<file path="src/rtl/mmio_cntr.sv">
// Purpose : MMIO controller; serves CLINT mtime/mtimecmp and a UART locally, forwards other requests to memory.
// Latency : MMIO response one cycle after acceptance; memory requests pass through combinationally, response mirrored.
// Backpr. : one request outstanding; ready drops during a response and stalls UART DATA writes while TX is busy.
// Ports   : clk/reset (sync, active-high); uart_rx/uart_tx serial 8N1;
//           dreq_in_* / dresp_in_* upstream request/response; memreq_in_* / memresp_in_* downstream;
//           mti_pending (mtime >= mtimecmp), uart_rx_pending (unread rx byte held).
module mmio_cntr #(
    parameter int CLK_FREQ = 27000000,
    parameter int BAUD     = 115200
) (
    input  logic        clk,
    input  logic        reset,
    input  logic        uart_rx,
    output logic        uart_tx,
    input  logic        dreq_in_valid,
    output logic        dreq_in_ready,
    input  logic [31:0] dreq_in_addr,
    input  logic        dreq_in_wen,
    input  logic [31:0] dreq_in_wdata,
    input  logic [3:0]  dreq_in_wmask,
    output logic        dresp_in_valid,
    output logic        dresp_in_error,
    output logic [31:0] dresp_in_rdata,
    output logic        memreq_in_valid,
    input  logic        memreq_in_ready,
    output logic [31:0] memreq_in_addr,
    output logic        memreq_in_wen,
    output logic [31:0] memreq_in_wdata,
    output logic [3:0]  memreq_in_wmask,
    input  logic        memresp_in_valid,
    input  logic        memresp_in_error,
    input  logic [31:0] memresp_in_rdata,
    output logic        mti_pending,
    output logic        uart_rx_pending
);

    localparam int          BIT_CYC   = CLK_FREQ / BAUD;
    localparam logic [31:0] BIT_LAST  = 32'(BIT_CYC - 1);
    localparam logic [31:0] HALF_LAST = 32'(BIT_CYC / 2 - 1);

    localparam logic [31:0] A_CMP_LO = 32'h0200_4000;
    localparam logic [31:0] A_CMP_HI = 32'h0200_4004;
    localparam logic [31:0] A_MT_LO  = 32'h0200_BFF8;
    localparam logic [31:0] A_MT_HI  = 32'h0200_BFFC;
    localparam logic [31:0] A_DATA   = 32'h1000_0000;
    localparam logic [31:0] A_STAT   = 32'h1000_0004;

    localparam logic [1:0] S_IDLE  = 2'd0;
    localparam logic [1:0] S_MRESP = 2'd1;
    localparam logic [1:0] S_MWAIT = 2'd2;

    logic [1:0]  state_q, state_d;
    logic [63:0] mtime_q, mtime_d;
    logic [63:0] mtimecmp_q, mtimecmp_d;
    logic [31:0] rdata_q, rdata_d;

    logic        tx_busy_q, tx_busy_d;
    logic [9:0]  tx_shift_q, tx_shift_d;
    logic [31:0] tx_cnt_q, tx_cnt_d;
    logic [3:0]  tx_bit_q, tx_bit_d;

    logic        rx_s1_q, rx_s2_q, rx_s3_q;
    logic        rx_busy_q, rx_busy_d;
    logic [31:0] rx_cnt_q, rx_cnt_d;
    logic [3:0]  rx_bit_q, rx_bit_d;
    logic [7:0]  rx_sh_q, rx_sh_d;
    logic [7:0]  rx_byte_q, rx_byte_d;
    logic        rx_vld_q, rx_vld_d;

    function automatic logic [31:0] merge_bytes(input logic [31:0] old_w,
                                                input logic [31:0] new_w,
                                                input logic [3:0]  mask);
        logic [31:0] r;
        r = old_w;
        for (int i = 0; i < 4; i++) begin
            if (mask[i]) r[8*i +: 8] = new_w[8*i +: 8];
        end
        return r;
    endfunction

    // Address decode (byte offset ignored)
    logic in_clint, in_uart, is_mmio;
    logic hit_cmp_lo, hit_cmp_hi, hit_mt_lo, hit_mt_hi, hit_data, hit_stat;
    logic tx_stall, mmio_acc, mem_acc, wr_acc, data_rd;
    logic [31:0] rd_val;

    assign in_clint   = (dreq_in_addr[31:16] == 16'h0200);
    assign in_uart    = (dreq_in_addr[31:12] == 20'h10000);
    assign is_mmio    = in_clint | in_uart;
    assign hit_cmp_lo = (dreq_in_addr[31:2] == A_CMP_LO[31:2]);
    assign hit_cmp_hi = (dreq_in_addr[31:2] == A_CMP_HI[31:2]);
    assign hit_mt_lo  = (dreq_in_addr[31:2] == A_MT_LO[31:2]);
    assign hit_mt_hi  = (dreq_in_addr[31:2] == A_MT_HI[31:2]);
    assign hit_data   = (dreq_in_addr[31:2] == A_DATA[31:2]);
    assign hit_stat   = (dreq_in_addr[31:2] == A_STAT[31:2]);

    // A DATA write cannot be taken while the transmitter still owns the shift register
    assign tx_stall = (state_q == S_IDLE) && dreq_in_valid && dreq_in_wen && hit_data && tx_busy_q;
    assign mmio_acc = (state_q == S_IDLE) && dreq_in_valid && is_mmio && !tx_stall;
    assign mem_acc  = (state_q == S_IDLE) && dreq_in_valid && !is_mmio && memreq_in_ready;
    assign wr_acc   = mmio_acc && dreq_in_wen;
    assign data_rd  = mmio_acc && !dreq_in_wen && hit_data;

    always_comb begin
        if (state_q != S_IDLE)                dreq_in_ready = 1'b0;
        else if (dreq_in_valid && !is_mmio)   dreq_in_ready = memreq_in_ready;
        else                                  dreq_in_ready = !tx_stall;
    end

    assign memreq_in_valid = (state_q == S_IDLE) && dreq_in_valid && !is_mmio;
    assign memreq_in_addr  = dreq_in_addr;
    assign memreq_in_wen   = dreq_in_wen;
    assign memreq_in_wdata = dreq_in_wdata;
    assign memreq_in_wmask = dreq_in_wmask;

    assign dresp_in_valid = (state_q == S_MRESP) || ((state_q == S_MWAIT) && memresp_in_valid);
    assign dresp_in_error = (state_q == S_MWAIT) && memresp_in_error;
    assign dresp_in_rdata = (state_q == S_MWAIT) ? memresp_in_rdata : rdata_q;

    assign mti_pending     = (mtime_q >= mtimecmp_q);
    assign uart_rx_pending = rx_vld_q;
    assign uart_tx         = tx_busy_q ? tx_shift_q[0] : 1'b1;

    // Read mux sees pre-increment mtime because it uses the current register value
    always_comb begin
        rd_val = 32'h0;
        if (hit_cmp_lo)      rd_val = mtimecmp_q[31:0];
        else if (hit_cmp_hi) rd_val = mtimecmp_q[63:32];
        else if (hit_mt_lo)  rd_val = mtime_q[31:0];
        else if (hit_mt_hi)  rd_val = mtime_q[63:32];
        else if (hit_data)   rd_val = {24'h0, rx_byte_q};
        else if (hit_stat)   rd_val = {30'h0, tx_busy_q, rx_vld_q};
    end

    always_comb begin
        state_d    = state_q;
        mtime_d    = mtime_q + 64'd1;
        mtimecmp_d = mtimecmp_q;
        rdata_d    = rdata_q;
        tx_busy_d  = tx_busy_q;
        tx_shift_d = tx_shift_q;
        tx_cnt_d   = tx_cnt_q;
        tx_bit_d   = tx_bit_q;
        rx_busy_d  = rx_busy_q;
        rx_cnt_d   = rx_cnt_q;
        rx_bit_d   = rx_bit_q;
        rx_sh_d    = rx_sh_q;
        rx_byte_d  = rx_byte_q;
        rx_vld_d   = rx_vld_q;

        // Request/response sequencing
        case (state_q)
            S_IDLE: begin
                if (mmio_acc)     state_d = S_MRESP;
                else if (mem_acc) state_d = S_MWAIT;
            end
            S_MRESP: state_d = S_IDLE;
            S_MWAIT: if (memresp_in_valid) state_d = S_IDLE;
            default: state_d = S_IDLE;
        endcase

        if (mmio_acc) rdata_d = rd_val;

        // Register writes; an mtime write replaces this cycle's increment
        if (wr_acc && hit_cmp_lo)
            mtimecmp_d[31:0] = merge_bytes(mtimecmp_q[31:0], dreq_in_wdata, dreq_in_wmask);
        if (wr_acc && hit_cmp_hi)
            mtimecmp_d[63:32] = merge_bytes(mtimecmp_q[63:32], dreq_in_wdata, dreq_in_wmask);
        if (wr_acc && hit_mt_lo)
            mtime_d = {mtime_q[63:32], merge_bytes(mtime_q[31:0], dreq_in_wdata, dreq_in_wmask)};
        if (wr_acc && hit_mt_hi)
            mtime_d = {merge_bytes(mtime_q[63:32], dreq_in_wdata, dreq_in_wmask), mtime_q[31:0]};

        // Transmitter: shift register holds {stop, data, start}, LSB on the line
        if (tx_busy_q) begin
            if (tx_cnt_q == BIT_LAST) begin
                tx_cnt_d   = 32'h0;
                tx_shift_d = {1'b1, tx_shift_q[9:1]};
                if (tx_bit_q == 4'd9) tx_busy_d = 1'b0;
                else                  tx_bit_d  = tx_bit_q + 4'd1;
            end else begin
                tx_cnt_d = tx_cnt_q + 32'd1;
            end
        end
        if (wr_acc && hit_data) begin
            tx_busy_d  = 1'b1;
            tx_shift_d = {1'b1, dreq_in_wdata[7:0], 1'b0};
            tx_cnt_d   = 32'h0;
            tx_bit_d   = 4'd0;
        end

        // Reading DATA consumes the byte; a byte completing this same cycle wins below
        if (data_rd) rx_vld_d = 1'b0;

        // Receiver: bit 0 = start (sampled after half a bit), 1..8 = data, 9 = stop
        if (!rx_busy_q) begin
            if (rx_s3_q && !rx_s2_q) begin
                rx_busy_d = 1'b1;
                rx_cnt_d  = 32'h0;
                rx_bit_d  = 4'd0;
            end
        end else if (rx_cnt_q == ((rx_bit_q == 4'd0) ? HALF_LAST : BIT_LAST)) begin
            rx_cnt_d = 32'h0;
            if (rx_bit_q == 4'd0) begin
                if (rx_s2_q) rx_busy_d = 1'b0;
                else         rx_bit_d  = 4'd1;
            end else if (rx_bit_q == 4'd9) begin
                rx_busy_d = 1'b0;
                if (rx_s2_q) begin
                    rx_byte_d = rx_sh_q;
                    rx_vld_d  = 1'b1;
                end
            end else begin
                rx_sh_d  = {rx_s2_q, rx_sh_q[7:1]};
                rx_bit_d = rx_bit_q + 4'd1;
            end
        end else begin
            rx_cnt_d = rx_cnt_q + 32'd1;
        end
    end

    always_ff @(posedge clk) begin
        if (reset) begin
            state_q    <= S_IDLE;
            mtime_q    <= 64'h0;
            mtimecmp_q <= '1;
            rdata_q    <= 32'h0;
            tx_busy_q  <= 1'b0;
            tx_shift_q <= '1;
            tx_cnt_q   <= 32'h0;
            tx_bit_q   <= 4'd0;
            rx_s1_q    <= 1'b1;
            rx_s2_q    <= 1'b1;
            rx_s3_q    <= 1'b1;
            rx_busy_q  <= 1'b0;
            rx_cnt_q   <= 32'h0;
            rx_bit_q   <= 4'd0;
            rx_sh_q    <= 8'h0;
            rx_byte_q  <= 8'h0;
            rx_vld_q   <= 1'b0;
        end else begin
            state_q    <= state_d;
            mtime_q    <= mtime_d;
            mtimecmp_q <= mtimecmp_d;
            rdata_q    <= rdata_d;
            tx_busy_q  <= tx_busy_d;
            tx_shift_q <= tx_shift_d;
            tx_cnt_q   <= tx_cnt_d;
            tx_bit_q   <= tx_bit_d;
            rx_s1_q    <= uart_rx;
            rx_s2_q    <= rx_s1_q;
            rx_s3_q    <= rx_s2_q;
            rx_busy_q  <= rx_busy_d;
            rx_cnt_q   <= rx_cnt_d;
            rx_bit_q   <= rx_bit_d;
            rx_sh_q    <= rx_sh_d;
            rx_byte_q  <= rx_byte_d;
            rx_vld_q   <= rx_vld_d;
        end
    end

endmodule

</file>
<file path="config.mk">
export PLATFORM = sky130hd
export DESIGN_NAME = mmio_cntr
export DESIGN_NICKNAME = d
export VERILOG_FILES = /design/src/rtl/mmio_cntr.sv
export SDC_FILE = /design/constraint.sdc
export NUM_CORES = 1
export LEC_CHECK = 0
export BUFFER_PORTS_ARGS = -buffer_cell sky130_fd_sc_hd__buf_2
export CAP_MARGIN = 20
export CORE_UTILIZATION = 40
export DETAILED_ROUTE_END_ITERATION = 10
export SLEW_MARGIN = 20
export SYNTH_ARGS = -nofsm -noshare
export SYNTH_HDL_FRONTEND = slang
export SYNTH_SLANG_ARGS = --single-unit
</file>
<file path="constraint.sdc">
create_clock -name clk -period 5.04 [get_ports clk]
set_input_delay 1.008 -clock clk [delete_from_list [all_inputs] [get_ports clk]]
set_output_delay 1.008 -clock clk [all_outputs]
set_load 0.02 [all_outputs]
</file>
---- Word level (Yosys, flattened, before mapping) ----
Index checks and enable logic that the tools add are counted.
storage, ports and cells
  register bits ........................... 265
  output and inout bits ................... 108
  logic and storage cells ................. 174
operators by class
  $add $sub $neg .......................... 5
  magnitude comparators ................... 1
  equality and inequality tests ........... 28
  muxes and demuxes ....................... 50
  bitwise gates (word level) .............. 5
  reductions and logical operators ........ 54
operators with widths
  kind                                                                number
  32-bit 2-to-1 mux                                                   9
  64-bit 2-to-1 mux                                                   2
  30-bit by 24-bit == test with 1-bit output (second input constant)  4
  32-bit by 1-bit adder with 32-bit output (second input constant)    2
  64-bit by 1-bit adder with 64-bit output (second input constant)    1
  64-bit greater-or-equal comparator                                  1
  30-bit by 27-bit == test with 1-bit output (second input constant)  2
  8-bit 2-to-1 mux                                                    6
  2-bit AND reduction                                                 18
  32-bit by 8-bit == test with 1-bit output                           1
  32-bit by 8-bit == test with 1-bit output (second input constant)   1
  9-bit 2-to-1 mux                                                    3
  4-bit 2-to-1 mux                                                    6
  20-bit by 17-bit == test with 1-bit output (second input constant)  1
  1-bit logical AND                                                   20
  1-bit 2-to-1 mux                                                    19
  2-bit inequality test (second input constant)                       9
  16-bit by 10-bit == test with 1-bit output (second input constant)  1
  3-bit inequality test (second input constant)                       3
  4-bit by 1-bit adder with 4-bit output (second input constant)      2
  4-bit == test (second input constant)                               2
  2-bit 2-to-1 mux                                                    4
  4-bit AND reduction                                                 2
  2-bit nonzero test                                                  4
  13 further kinds                                                    20

---- Logic depth before layout (Yosys ltp) ----
Gate-level depths: netlist (run 1).
  depth after elaboration ................. 15
  mapped depth ............................ 10
  gate-level depth less buffers ........... 8

---- Least setup slack after synthesis (run 1) ----
No wires, ideal clock.
  path type ............................... input to output
  start point ............................. input port dreq_in_addr[19]
  end point ............................... output port dreq_in_ready
  arrival ................................. 2338 ps
  data required time ...................... 4032 ps
  setup slack ............................. 1694 ps
  cell stages on the path ................. 6
  cell sequence ........................... nor4_1 and4_1 buf_2 and4_1 buf_2 a31oi_1
on the way
  word-level cells in the longest chain between the ends .. 6
  elaborated cells on any way between the ends .. 11
  those cells by class .................... eq/ne: 3; mux: 2; bitwise: 1; reduce/logical: 5
RTL lines
  item                                                                line      text
  start, declared                                                     17        input logic [31:0] dreq_in_addr,
  20-bit by 17-bit == test with 1-bit output (tied with other cells)  88        assign in_uart = (dreq_in_addr[31:12] == 20'h10000);
  1-bit bitwise OR / 1-bit logical AND (equally long branches)        89, 98
  1-bit zero test / 1-bit logical AND (equally long branches)         106, 98
  1-bit logical AND / 1-bit zero test (equally long branches)         106, 107
  1-bit 2-to-1 mux *                                                  106       else if (dreq_in_valid && !is_mmio) dreq_in_ready = memreq_in_ready;
  1-bit 2-to-1 mux *                                                  105       if (state_q != S_IDLE) dreq_in_ready = 1'b0;
  end, declared                                                       16        output logic dreq_in_ready,
Mark *: on every way between the ends. The rest lies on a longest branch, timed or not.

---- Worst setup path in the final report (run 1) ----
  start point ............................. register mtime_q[38]
  end point ............................... output port mti_pending
on the way
  word-level cells in the longest chain between the ends .. 1
RTL lines
  item                                line  text
  start, declared                     53    logic [63:0] mtime_q, mtime_d;
  start signal, assigned              243   mtime_q <= mtime_d;
  64-bit greater-or-equal comparator  120   assign mti_pending = (mtime_q >= mtimecmp_q);
  end, declared                       33    output logic mti_pending,
No other way between the ends.

==> metrics.txt, run 1 <==
drt wl/cell=19.7 µm; Netlist cell types=90; Design Power=4.80 mW; core area=39900 µm²; routed vias/inst=5.88; RSZ-0062 raised after global routing=no; row cnt=73; Routed Antenna Nets=0; CTS clk-pin slew, worst paths=60 ps; Syn Area/Cell=8.26 µm²; met2 WL=23.3 mm; first-pass GRT wire length=79.9 mm; gpl congestion=0.853; CTS Hold Buffers Added=0; worst hold path type=flop to flop; Post-CTS Setup Bufs=0; P_leak=7.74 nW; pwr dens=262 nW/µm²; Mapped Cells=1967; layout cells sized above 1=0.182; DRC violations left=0; clock latency at the later pin of the worst-skew pair=570 ps; Yosys reg bits=265; vias in the first global route=14.1k; Finish-stage setup viols=0; Post-synth EDFFs=0; Die X=204 µm; Hold Vio Cnt, Final=0; register area share after synthesis=0.327; met3 wire length=3.28 mm; Worst slew margin=0.340; Placed Area=17200 µm²; WL met1=23.5 mm; fin nets=2235; Syn Nets=2148; Synth Warn #=0; die height=204 µm; most common cell in the netlist=dfxtp_1; total CTS buffers=31; fill count=3880; Top Layer Used=met5; post_cts resized=0; total track usage=0.242; die area=41400 µm²; H-Tree Depth=1; Synth Cell Area=16200 µm²; clock skew=12.3 ps; CP endpoint kind=primary output; most area-hungry cell type in the Yosys netlist=dfxtp_1; Layout area overhead=12.8%; Root Driver=clkbuf_16; Crit Path Category=flop to primary output; top cell type's share of synthesized area=0.327; dpl hpwl=36.7 mm; ys flop type=dfxtp_1; Synth area leaders=dfxtp_1 (33%), ha_1 (5.6%), mux2i_1 (5.3%); largest net degree at the start of global routing=89; initial antenna violation count=5; Synth top cells by count=dfxtp_1 (265), nor2_1 (228), nand2_1 (143); final wirelength=51.4 mm; peak supply drop=0.231 mV; final instance area=18300 µm²; Remaining Overflow, GRT=0; required time worst endpoint=4030 ps; CTS Sinks=265; min Tclk post-route=4250 ps; initial core utilization=0.407; Setup TNS Final=0 ps; clk buf depth=3; initial drt markers=1091; # port buffers=211; Peak Freq=0.235 GHz; via count=15.3k; ys async rst share=0; Max Transition Viols Final=0; WP data arrival=3240 ps; CTS tree=yes; period utilisation layout=0.843; outcome=finished, final reports clean; Setup crit start kind=flop; I/O pin total=216; max_cap viols=0; DR pass1 iterations=6; Slew @ Worst Pin=980 ps; critical path peak fanout=7
-- final cells by class --
cell class / count / area [µm²] / area share
clock buffer: 42 / 887 / 0.0484
antenna: 4 / 10.0 / 0.000546
tap: 525 / 657 / 0.0359
inverter: 91 / 342 / 0.0186
clock inverter: 15 / 180 / 0.00984
timing repair buffer: 235 / 1300 / 0.0711
multi-input combinational: 1430 / 9640 / 0.526
sequential: 265 / 5310 / 0.290
-- kinds of logic after synthesis --
kind of cell / synth area share
simple gates: 0.243
compound gates: 0.194
buf+inv: 0.0827
flops: 0.327
mux: 0.0766
fa+ha+maj: 0.0562
xor+xnor: 0.0210
-- path summary, 6_finish.rpt --
kind	start	to	slack, ps	depth (start not counted)
hold reg to reg	rx_s1_q	rx_s2_q	410	1
hold / removal	rx_s1_q	rx_s2_q	410	1
setup / recovery	mtime_q[38]	mti_pending	790	8
setup reg to reg	mtime_q[0]	mtime_q[60]	1900	8
-- metrics by stage --
step / hold WS, ps / instances / setup WS, ps / utilization
floorplan: 389 / 1967 / 1690 / -
global placement: 403 / 2545 / 1240 / 0.431
detailed placement: 398 / 2545 / 1210 / 0.431
CTS: 416 / 2602 / 871 / 0.458
global route: 432 / 2604 / 797 / 0.459
finish: 411 / 2607 / 792 / 0.459
-- metal layers --
layer / track usage / vias up
li1: - / 7408
met1: 0.339 / 7330
met2: 0.385 / 510
met3: 0.0336 / 85
met4: 0.0679 / 2
met5: 0 / -
-- report_power, final --
part           total [mW]  internal, mW  switching (mW)
clock network        2.35          1.43           0.923
logic               0.343         0.107           0.236
registers            2.11          2.10         0.00850
total                4.80          3.63            1.17
-- flip-flops by register name (all words and copies together) (netlist names), 2 cells and up --
signal	count
mtime_q	64
mtimecmp_q	64
rdata_q	32
rx_bit_q	4
rx_byte_q	8
rx_cnt_q	32
rx_sh_q	8
state_q	2
tx_bit_q	4
tx_cnt_q	32
tx_shift_q	9
-- cells in the final DEF (no fill, tap or decap), drive strengths merged, types with 10 or more instances in the layout --
cell / instances
nand2: 143
a221oi: 59
and4: 20
nand3: 65
a21o: 21
or4: 10
buf: 234
o211ai: 23
nor4: 38
a311oi: 12
a211oi: 26
nand4: 53
xor2: 23
mux2: 34
nor2: 233
xnor2: 16
ha: 73
a21oi: 119
o21ai: 72
mux2i: 86
clkbuf: 43
a31oi: 36
inv: 91
dfxtp: 265
and3: 43
and2: 11
nor3: 31
or3: 43
-- critical path, cell delays in order (launching register included) --
cell       delay (ps)
dfxtp_1           520
ha_1              320
nand4_1           170
inv_1              60
a221oi_1          660
o2111ai_1         190
o21ai_0           360
a31oi_1           190
buf_2             200
No activity file was read; power rests on OpenSTA's default activity.
==> run 2, diff against run 1 <==
Clock period 5.04 ns to 3.8 ns, I/O delays scaled along.
==> run 2 against run 1 <==
Clock skew is 13 ps higher. Via count is 1.9% higher. Utilization is 0.55 points higher. Count of clock-buffer cells in the layout is 10 higher. Final area is 1.2% higher. Total power is 35% higher. Worst hold slack better by 3.0 ps. Global-route usage is 0.59 points higher. Critical path depth is 1 higher. Wire length is 1.2% higher. Critical path type unchanged. Critical endpoint unchanged.
==> metrics.txt, run 2 (synthesis results as in run 1) <==
setup ws final=180 ps; layout cells sized above 1=0.189; max_cap viols=0; commonest non-fill, non-tap cell in the layout=dfxtp_1; initial antenna violation count=5; Multi-input gate area=9650 µm²; CTS tree=yes; RSZ-0062 raised after global routing=no; via count=15.6k; CP endpoint kind=primary output; outcome=finished, final reports clean; row cnt=73; Max Transition Viols Final=0; Slew @ Worst Pin=1020 ps; total track usage=0.248; min Tclk post-route=3620 ps; max incr delay on CP=430 ps; total CTS buffers=34; Crit Path Category=flop to primary output; CP delay by family, top=compound AO/OA/AOI/OAI gates; Worst slew margin=0.315; fill count=3929; DR pass1 iterations=6; dpl hpwl=36.8 mm; final wirelength=52.0 mm; core area=39900 µm²; Peak Freq=0.276 GHz; H-Tree Depth=2; commonest cells after routing, fill and taps aside=dfxtp_1 (265), nor2_1 (228), buf_2 (210), nand2_1 (143), a21oi_1 (119); pwr dens=351 nW/µm²; Setup TNS Final=0 ps; worst hold path type=input port to flop; Setup crit start kind=flop; clock latency at the later pin of the worst-skew pair=550 ps; gpl congestion=0.834; Slowest cell on crit path=a211oi_1; Layout area overhead=14.1%; P_leak=7.88 nW; clock skew=25.7 ps; clk buf depth=3; initial drt markers=1198; register cell area after layout=5310 µm²; WP data arrival=2860 ps; critical path peak fanout=3; drt wl/cell=19.8 µm; most frequent CP cell=a211oi_1; Buf/Inv on CP=2; largest net degree at the start of global routing=153; Hold Vio Cnt, Final=0; I/O pin total=216; routed vias/inst=5.94; die area=41400 µm²; vias in the first global route=14.6k; Remaining Overflow, GRT=0; CTS clk-pin slew, worst paths=60 ps; Cell Chain, Critical Path=inv_1 > ha_1 > a211oi_1 > o21ai_0 > a211oi_1 > o22ai_1 > o21ai_1 > a31oi_1 > buf_2; Placed Area=17400 µm²; final instance area=18500 µm²; first-pass GRT wire length=81.5 mm; Root Driver=clkbuf_16; peak supply drop=0.269 mV; dpl ws=249 ps; CTS Sinks=265; Die X=204 µm; die height=204 µm; Finish-stage setup viols=0; # port buffers=211; DRC violations left=0; period utilisation layout=0.953; Routed Antenna Nets=0; initial core utilization=0.407; fin nets=2258; required time worst endpoint=3040 ps; top flop regs=mtime_q x64, mtimecmp_q x64
run 2: what timing repair did:
| action | in CTS | in global routing |
|---|---|---|
| pin swaps | 0 | 1 |
| buffers inserted | 0 | 1 |
| hold buffers | 0 | 0 |
| gates resized for setup | 2 | 2 |
| endpoints found under the setup margin | 1 | 1 |
run 2: power by group:
part / internal (mW) / switching [mW] / total, mW
sequential: 2.78 / 0.0100 / 2.79
combinational: 0.146 / 0.316 / 0.462
clock: 1.98 / 1.27 / 3.25
run 2: worst paths after layout:
path                                    start     endpoint  slack, ps  cells past startpoint
worst max-delay path            mtimecmp_q[9]  mti_pending        180                      9
worst min-delay path                  uart_rx      rx_s1_q        410                      2
worst max register to register     mtime_q[0]  mtime_q[57]        770                      7
worst min register to register        rx_s1_q      rx_s2_q        410                      1
run 2: metal layers:
| metal | global-route usage | part of all wire | vias up |
|---|---|---|---|
| li1 | - | - | 7442 |
| met1 | 0.333 | 0.45 | 7501 |
| met2 | 0.388 | 0.45 | 555 |
| met3 | 0.0553 | 0.075 | 120 |
| met4 | 0.0883 | 0.034 | 4 |
| met5 | 0 | 0.00052 | - |
run 2: worst register-to-register path, delay by kind of cell (launching register included):
| kind | cells | cell delay, ps |
|---|---|---|
| compound gates | 2 | 690 |
| buf+inv | 1 | 170 |
| flops | 1 | 390 |
| simple gates | 4 | 1670 |
run 2: cell type report:
cell class	count	area share
antenna	3	0.000405
clock buffer	52	0.0550
clock inverter	7	0.00493
inverter	91	0.0184
multi-input combinational	1430	0.520
sequential	265	0.286
tap	525	0.0354
timing repair buffer	255	0.0793
run 2: metrics by stage:
stage | cells | power (mW) | util | hold WS [ps]
after floorplan | 1967 | 3.15 | - | 389
after global placement | 2565 | 3.31 | 0.436 | 398
after detailed placement | 2565 | 3.32 | 0.436 | 402
after CTS | 2624 | 6.58 | 0.464 | 389
after global routing | 2625 | 6.72 | 0.464 | 406
final | 2628 | 6.50 | 0.465 | 414
==> run 3, diff against run 2 <==
Settings changed: CORE_ASPECT_RATIO from default to 1.4.
==> run 3 against run 2 <==
Count of clock-buffer cells in the layout is 14 lower. Non-clock buffer count rose by 9. Largest power group unchanged. Combinational power down 1%. Final area down 0.28%. Via count is 1.7% lower. Flip-flop and latch count is the same. Clock power decreased by 9.2%. Global-route usage is 0.61 points lower.
==> metrics.txt, run 3 (synthesis results as in run 1) <==
DRC violations left=0; CTS clk-pin slew, worst paths=60 ps; clock network power share=0.476; total CTS buffers=29; peak supply drop=0.263 mV; DR pass1 iterations=8; met2 WL=25.6 mm; Peak Freq=0.274 GHz; fill count=3913; Layout area overhead=13.8%; Cell Chain, Critical Path=ha_1 > nand4_1 > nor4_4 > buf_4 > nand4_1 > o22ai_2 > o21ai_1 > a31oi_1 > buf_2; Finish-stage setup viols=0; met3 wire length=2.25 mm; min Tclk post-route=3650 ps; clk buf depth=3; row cnt=87; Die X=172 µm; outcome=finished, final reports clean; critical path peak fanout=7; most frequent CP cell=nand4_1; RSZ-0062 raised after global routing=no; vias in the first global route=14.6k; H-Tree Depth=1; Worst slew margin=0.240; Max Transition Viols Final=0; diode count=0; required time worst endpoint=3040 ps; max incr delay on CP=390 ps; final wirelength=50.3 mm; Routed Antenna Nets=0; initial drt markers=1162; via count=15.4k; worst hold path type=input port to flop; die area=41400 µm²; fin util=0.460; CTS Sinks=265; pwr dens=335 nW/µm²; switch share=0.250; Hold Vio Cnt, Final=0; initial core utilization=0.404; drt wl/cell=19.1 µm; core area=40200 µm²; WP data arrival=2890 ps; routed vias/inst=5.82; Top Layer Used=met4; Setup TNS Final=0 ps; fin nets=2262; Comb pwr share=0.074; Root Driver=clkbuf_16; die height=240 µm; I/O pin total=216; Slew @ Worst Pin=1140 ps; clock latency at the later pin of the worst-skew pair=580 ps; Internal=4.65 mW; first-pass GRT wire length=79.3 mm; max_cap viols=0; Placed Area=17500 µm²; P_leak=7.86 nW; Setup crit start kind=flop; commonest non-fill, non-tap cell in the layout=dfxtp_1; Design Power=6.20 mW; commonest cells after routing, fill and taps aside=dfxtp_1 (265), nor2_1 (228), buf_2 (210), nand2_1 (143), a21oi_1 (119); setup ws final=147 ps; Slowest cell on crit path=ha_1; # port buffers=211; Remaining Overflow, GRT=0; dpl hpwl=36.4 mm; layout cells sized above 1=0.193; gpl congestion=0.884; Switch Pwr=1.55 mW; clock skew=19.7 ps; dpl ws=-35.2 ps; WL met1=20.1 mm; Crit Path Category=flop to primary output; CP endpoint kind=primary output; initial antenna violation count=0; sequential share of power=0.451; period utilisation layout=0.961; largest net degree at the start of global routing=128; total track usage=0.241; final instance area=18500 µm²; top flop regs=mtime_q x64, mtimecmp_q x64; CTS tree=yes
-- run 3: layout make-up --
class | instances | area, µm² | share of cell area
Timing Repair Buffer | 264 | 1540 | 0.0830
Inverter | 91 | 342 | 0.0185
Multi-Input combinational cell | 1430 | 9650 | 0.522
Tap cell | 534 | 668 | 0.0361
Clock inverter | 15 | 170 | 0.00920
Sequential cell | 265 | 5310 | 0.287
Clock buffer | 38 | 820 | 0.0443
-- run 3: path summary, 6_finish.rpt --
check / start / endpoint / slack, ps / depth (start not counted)
max reg2reg: rx_bit_q[0] / rx_bit_q[3] / 920 / 9
min reg2reg: rx_s1_q / rx_s2_q / 420 / 1
min: uart_rx / rx_s1_q / 370 / 2
max: mtime_q[28] / mti_pending / 150 / 9
-- run 3: critical path, delay by kind of cell (launching register included) --
family                   cells  cell delay (ps)
flip-flops                   1              370
AND/OR/NAND/NOR              3              590
AO/OA/AOI/OAI                3              570
adder cells (fa/ha/maj)      1              390
buffers and inverters        2              400
-- run 3: metrics by stage --
| stage | hold slack, ps | cells |
|---|---|---|
| 2_1_floorplan | 389 | 1967 |
| 3_3_place_gp | 396 | 2583 |
| 3_5_place_dp | 411 | 2583 |
| 4_1_cts | 352 | 2637 |
| 5_1_grt | 359 | 2637 |
| 6_report | 374 | 2637 |
-- run 3: metal layers --
metal / track usage / vias to the layer above
met1: 0.282 / 7356
met5: 0 / -
met4: 0.117 / 0
met3: 0.0258 / 119
li1: - / 7452
met2: 0.433 / 431
-- run 3: timing repair --
action,4_1_cts,5_1_grt
resized for setup,2,1
endpoints found under the setup margin,1,1
buffers inserted,1,0
pin swaps,1,1
hold buffers,0,0
-- run 3: power by group through the flow --
stage	clock, mW	sequential [mW]	combinational [mW]
after floorplan	0	2.85	0.299
after detailed placement	0	2.86	0.455
after CTS	3.01	2.79	0.456
after global routing	3.12	2.79	0.492
after global placement	0	2.86	0.452
final	2.95	2.79	0.457
